### src/rtl/cpu_hazard.sv
// Falcon decode-stage hazard and bypass control. Tracks the destinations in p3/p4,
// picks the operand bypass sources and holds the front end for one cycle on load-use.
module cpu_hazard (
  input  logic        clock,
  input  logic        reset,
  input  logic        stall,
  input  logic        p2_valid,
  input  logic [4:0]  p2_reg_a,
  input  logic [4:0]  p2_reg_b,
  input  logic        p2_use_a,
  input  logic        p2_use_b,
  input  logic [4:0]  p2_reg_d,
  input  logic        p2_write_en,
  input  logic        p2_is_load,
  output logic        p2_bypass_3_a,
  output logic        p2_bypass_3_b,
  output logic        p2_bypass_4_a,
  output logic        p2_bypass_4_b,
  output logic        p2_hazard,
  output logic [4:0]  p4_reg_d,
  output logic        p4_write_en,
  output logic [31:0] hazard_count
);

  logic [4:0]  p3_reg_d_q, p3_reg_d_d;
  logic        p3_write_en_q, p3_write_en_d;
  logic        p3_is_load_q, p3_is_load_d;
  logic [4:0]  p4_reg_d_q, p4_reg_d_d;
  logic        p4_write_en_q, p4_write_en_d;
  logic [31:0] hazard_count_q, hazard_count_d;

  logic m3_a, m3_b, m4_a, m4_b;

  always_comb begin
    m3_a = p2_use_a & p3_write_en_q & (p3_reg_d_q == p2_reg_a);
    m3_b = p2_use_b & p3_write_en_q & (p3_reg_d_q == p2_reg_b);
    m4_a = p2_use_a & p4_write_en_q & (p4_reg_d_q == p2_reg_a);
    m4_b = p2_use_b & p4_write_en_q & (p4_reg_d_q == p2_reg_b);

    p2_hazard     = p2_valid & p3_is_load_q & (m3_a | m3_b);
    p2_bypass_3_a = m3_a & ~p3_is_load_q;
    p2_bypass_3_b = m3_b & ~p3_is_load_q;
    // The operand mux favours p4, so a younger p3 match must mask it here.
    p2_bypass_4_a = m4_a & ~m3_a;
    p2_bypass_4_b = m4_b & ~m3_b;
  end

  always_comb begin
    p3_reg_d_d     = p3_reg_d_q;
    p3_write_en_d  = p3_write_en_q;
    p3_is_load_d   = p3_is_load_q;
    p4_reg_d_d     = p4_reg_d_q;
    p4_write_en_d  = p4_write_en_q;
    hazard_count_d = hazard_count_q;
    if (!stall) begin
      p4_reg_d_d    = p3_reg_d_q;
      p4_write_en_d = p3_write_en_q;
      if (p2_hazard) begin
        p3_reg_d_d     = 5'd0;
        p3_write_en_d  = 1'b0;
        p3_is_load_d   = 1'b0;
        hazard_count_d = hazard_count_q + 32'd1;
      end else begin
        // r0 is hardwired, so it is never tracked as a bypass source.
        p3_reg_d_d    = p2_reg_d;
        p3_write_en_d = p2_valid & p2_write_en & (p2_reg_d != 5'd0);
        p3_is_load_d  = p2_valid & p2_is_load;
      end
    end
  end

  always_ff @(posedge clock or posedge reset) begin
    if (reset) begin
      p3_reg_d_q     <= 5'd0;
      p3_write_en_q  <= 1'b0;
      p3_is_load_q   <= 1'b0;
      p4_reg_d_q     <= 5'd0;
      p4_write_en_q  <= 1'b0;
      hazard_count_q <= 32'd0;
    end else begin
      p3_reg_d_q     <= p3_reg_d_d;
      p3_write_en_q  <= p3_write_en_d;
      p3_is_load_q   <= p3_is_load_d;
      p4_reg_d_q     <= p4_reg_d_d;
      p4_write_en_q  <= p4_write_en_d;
      hazard_count_q <= hazard_count_d;
    end
  end

  assign p4_reg_d     = p4_reg_d_q;
  assign p4_write_en  = p4_write_en_q;
  assign hazard_count = hazard_count_q;

endmodule

### config.mk
export PLATFORM = sky130hd
export DESIGN_NAME = cpu_hazard
export DESIGN_NICKNAME = d
export VERILOG_FILES = /design/src/rtl/cpu_hazard.sv
export SDC_FILE = /design/constraint.sdc
export NUM_CORES = 1
export LEC_CHECK = 0
export BUFFER_PORTS_ARGS = -buffer_cell sky130_fd_sc_hd__buf_2
export CAP_MARGIN = 20
export CORE_MARGIN = 1.5
export CORE_UTILIZATION = 35
export CTS_BUF_LIST = sky130_fd_sc_hd__clkbuf_8
export CTS_CLUSTER_DIAMETER = 60
export DETAILED_ROUTE_END_ITERATION = 12
export GPL_ROUTABILITY_DRIVEN = 1
export SYNTH_ARGS = -nofsm -noshare
export SYNTH_HDL_FRONTEND = slang
export SYNTH_SLANG_ARGS = --single-unit
### constraint.sdc
create_clock -name clock -period 4 [get_ports clock]
set_input_delay 0.2 -clock clock [delete_from_list [all_inputs] [get_ports clock]]
set_output_delay 0.2 -clock clock [all_outputs]
set_load 0.01 [all_outputs]
==> Yosys cells after proc, flatten, opt, wreduce, memory -nomap -nowiden <==
Index checks and enable logic that the tools add are counted.
{ "totals": {"input_bits": 23, "reg_bits": 45, "wordCells": 38, "output_inout_bits": 43} }
{ "op_classes": {"n_bitwise": 22, "muxes": 3, "eq_ne": 4, "n_reduce_logical": 2, "add_sub_neg": 1} }
{ "op_table": {"columns": ["operator", "count"], "rows": [
  ["32-bit by 1-bit adder with 32-bit output, second input constant", 1],
  ["5-bit equality test", 4],
  ["1-bit bitwise AND", 17],
  ["5-bit two-way mux", 1],
  ["5-bit nonzero test", 1],
  ["1-bit inverter", 4],
  ["1-bit two-way mux", 2],
  ["2-bit AND reduction", 1],
  ["1-bit OR", 1]
]} }

==> Logic depth before layout (Yosys ltp) <==
{ "depth": {"word_depth": 5, "ltp_mapped": 7, "ltp_nobuf": 6} }

==> Worst setup path after synthesis <==
No wires, ideal clock.
{ "synth_timing": {"path_kind": "flip-flop to flip-flop", "start": "reg p3_reg_d_q[4]", "end": "reg hazard_count_q[1] (netlist: hazard_count[1])", "period_less_slack_ns": 1.885, "t_required_ns": 3.875, "setup_slack_ns": 2.115, "path_stages_with_launch": 8, "arrival_ns": 1.760, "path_cell_list": "dfrtp_1 xor2_1 nor4_2 a22o_1 buf_6 and2_4 buf_6 mux2_4"} }
{ "synth_between": {"elab_chain_cells": 5} }
{ "synth_rtl": {"columns": ["element", "line", "source"], "rows": [
  ["start: declaration", "25", "logic [4:0] p3_reg_d_q, p3_reg_d_d;"],
  ["start signal: assignment", "81", "p3_reg_d_q <= p3_reg_d_d;"],
  ["5-bit equality test (on tied branches)", "35, 36", null],
  ["1-bit bitwise AND (on tied branches)", "35, 36", null],
  ["1-bit OR *", "40", "p2_hazard = p2_valid & p3_is_load_q & (m3_a | m3_b);"],
  ["1-bit bitwise AND *", "40", null],
  ["2-bit AND reduction (no source line) *", null, null],
  ["end signal: assignment", "86", "hazard_count_q <= hazard_count_d;"],
  ["end: declaration", "30", "logic [31:0] hazard_count_q, hazard_count_d;"]
]} }
Every way passes the cells marked *; elsewhere a longest branch is shown, timed or not.
A chain may end at the register's enable or synchronous reset.

==> Worst setup path after layout <==
Ends and elaborated chain as after synthesis.

==> impl_results.md <==
* Status: finished, final reports clean
* Crit-path cells: xor2_1 > nor4_2 > a22o_1 > and2_4 > mux2_4
* Total global routing track utilization at 16.16%
* Number of max-cap violations at 0
* Io pins at 66
* Syn avg cell area at between 10 and 15 sq um
* F_max at 435.3 MHz
* Cells on worst reg2reg path at 5
* Syn Inst Count at 224
* Relative slew slack at 46.58%
* Clock skew at 2.121 ps
* RSZ-0062 raised after global routing: no
* Num CTS Buffers at 5
* Largest net degree at the start of global routing at 46
* P per Cell Area at 307.5 mW/mm^2
* Sequential share of the synthesized area at between 40% and 50%
* Netlist cell types at 33
* R2r endpoint: hazard_count[1]$_DFFE_PP0P_
* Worst setup EP type: flip-flop
* Hold Vio Cnt, Final at 0
* Hold path depth at 2
* Detailed-route via count at 1,928
* Crit-path max cell delay at 570 ps
* GPL Wtd Cong at 0.7641
* Setup repair bufs after CTS at 0
* R2R Setup Slk at 1700 ps
* Final worst-path cycle share at between 50 and 60%
* Top cell family by delay on the critical path: simple AND/OR/NAND/NOR gates
* Initial antenna violation count at 0
* Area leader, netlist: dfrtp_1
* Layout cells sized above 1 at 31.40%
* Core ar. at around 0.0068 sq mm
* CTS tree: built
* DIE WIDTH at 86.47 um
* Final std cells w/o fill at 373
* Detailed Routing Iterations Pass 1 at 4
* CTS clk-pin slew, worst paths at 80 ps
* Critical path required time at 4190 ps
* GRT overflow at 0
* Post-synth top area share at 46.18%
* Yosys reg bits at 45
* Pins Over Slew Limit at 0
* DRC violations left at 0
* Antenna Diode Count at 0
* Total wire length at roughly 5.6 mm
* Clock Sinks at 45
* Filler cells at just under 700
* First-pass GRT wire length at 9.466 mm
* Final WS setup at between 1500 and 2000 ps
* Leak at roughly 1.5 nW
* Post-route ant nets at 0
* Syn nets at 248
* Commonest non-fill, non-tap cell in the layout: buf_2
* Setup violators final at 0
* # H-tree levels at 2
* Worst hold slack at 146.8 ps
* Commonest cells after routing, fill and taps aside: 65 x buf_2, 45 x dfrtp_1, 29 x xnor2_1
* Hold Startpoint: p2_is_load
* Crit path max fanout at 15
* Row Count at 30
* Setup CP Type: flip-flop to flip-flop
* Placed cell count at between 300 and 400
* Worst path slowest cell: a22o_1
* Number of instances resized during post-cts repair at 0
* Starting DRC count in detailed routing at 73
* PortBufs at 65
* Clock root buffer: clkbuf_8
* Synth area leaders: dfrtp_1 46%, xnor2_1 10%, xor2_1 7.9%
* Bufs and invs on worst path at 0
* Clock buffer depth at 2
* Yosys warns at 0
* CP arrival at 2490 ps
* Total Nets Final at around 320
* Layout area overhead at 21.29%
* Full die area at around 0.0075 sq mm
* Detailed Place HPWL at 4.108 mm
* Pre-CTS WS at 1705 ps
* HP Class: primary input to flip-flop
* Final core utilization at roughly 44%
* Worst Setup Start Kind: flip-flop
* Peak supply drop at 137.8 uV
* Clk_lat worst skew at 300 ps
* Initial core utilization at between 30 and 40%
* Post-DR wirelength/cell at 15.00 um
* Min Tclk post-route at 2297 ps
* Die Height at between 80 and 90 um
* Reg-to-reg startpoint: p3_reg_d_q[4]$_DFFE_PP0N_
* Post-Syn Area at roughly 0.0024 sq mm
* Fin Setup TNS at 0 ps
* Slew at the pin closest to its max-slew limit at 801.2 ps
* Vias in the first global route at around 2,000
* DR vias/cell at ~5.2
* Hold Path Sink: p3_is_load_q$_DFFE_PP0N_
[worst max-delay path by stage]
stage,startpoint,end,cells after the start
global placement,p3_reg_d_q[1]$_DFFE_PP0N_,hazard_count[1]$_DFFE_PP0P_,5
CTS,p3_reg_d_q[4]$_DFFE_PP0N_,hazard_count[1]$_DFFE_PP0P_,5
floorplan,p3_reg_d_q[4]$_DFFE_PP0N_,hazard_count[1]$_DFFE_PP0P_,7
detailed placement,p3_reg_d_q[4]$_DFFE_PP0N_,hazard_count[1]$_DFFE_PP0P_,5
global route,p3_reg_d_q[4]$_DFFE_PP0N_,hazard_count[10]$_DFFE_PP0P_,6
finish,p3_reg_d_q[4]$_DFFE_PP0N_,hazard_count[1]$_DFFE_PP0P_,5
[cell usage after synthesis]
cell type and instances:
a21oi_1 2, a22o_1 1, a32o_1 1, a32oi_1 1
and2_1 3, and2_4 1, and3_1 15, and4_1 3
buf_1 1, buf_4 2, buf_6 2, clkbuf_1 3
dfrtp_1 45, ha_1 1, inv_1 2, mux2_2 6
mux2_4 1, mux2i_1 5, nand2_1 7, nand3_1 18
nand4_1 21, nand4_2 2, nor2_1 11, nor2b_1 2
nor3_1 5, nor3b_1 1, nor4_1 3, nor4_2 3
nor4_4 2, o21ai_0 2, or4_1 1, xnor2_1 29
xor2_1 22
[where the power goes]
part / internal, mW / switching [mW] / total [mW]
registers: 0.470 / 0.0231 / 0.493
clock network: 0.156 / 0.156 / 0.313
logic: 0.0494 / 0.0542 / 0.104
total: 0.676 / 0.234 / 0.910
[layout make-up]
cell class | count | area [sq um] | area share, %
Inverter | 2 | 7.507 | 0.2538
Sequential cell | 45 | 1126 | 38.07
Tap cell | 80 | 100.1 | 3.384
Clock buffer | 7 | 96.34 | 3.257
Timing Repair Buffer | 69 | 370.4 | 12.52
Multi-Input combinational cell | 169 | 1252 | 42.34
Clock inverter | 1 | 5.005 | 0.1692
[through the flow]
| step | power, mW | instance area, sq um |
|---|---|---|
| after floorplan | 0.5635 | 2439 |
| after global placement | 0.6046 | 2826 |
| after detailed placement | 0.6054 | 2826 |
| after CTS | 0.9188 | 2928 |
| after global routing | 0.9510 | 2958 |
| final | 0.9096 | 2958 |
[cell families after synthesis]
logic type	count (synthesis)	share of synthesized area [%]
flip-flops	45	46.18
adder cells (fa/ha/maj)	1	0.5130
AND/OR/NAND/NOR	98	25.14
AO/OA/AOI/OAI	7	1.950
XOR/XNOR	51	18.32
buffers and inverters	10	2.462
multiplexers	12	5.438
[state kept, by name (all words and copies together) (netlist names)]
register,flops
hazard_count,32
p4_reg_d,5
p3_is_load_q,1
p3_reg_d_q,5
p3_write_en_q,1
p4_write_en,1
[routing by layer]
metal	track usage [%]	wire (um)	share of wire, %	up-vias
li1	-	-	-	947
met1	21.01	2596	46	938
met2	26.78	2684	48	36
met3	2.952	217	3.9	7
met4	6.158	95	1.7	0
met5	0	0	0	-
[timing repair]
action	in CTS	in global routing
hold endpoints to repair	0	11
endpoints found under the setup margin	0	0
hold buffers	0	1
No activity file was read; power rests on OpenSTA's default activity.
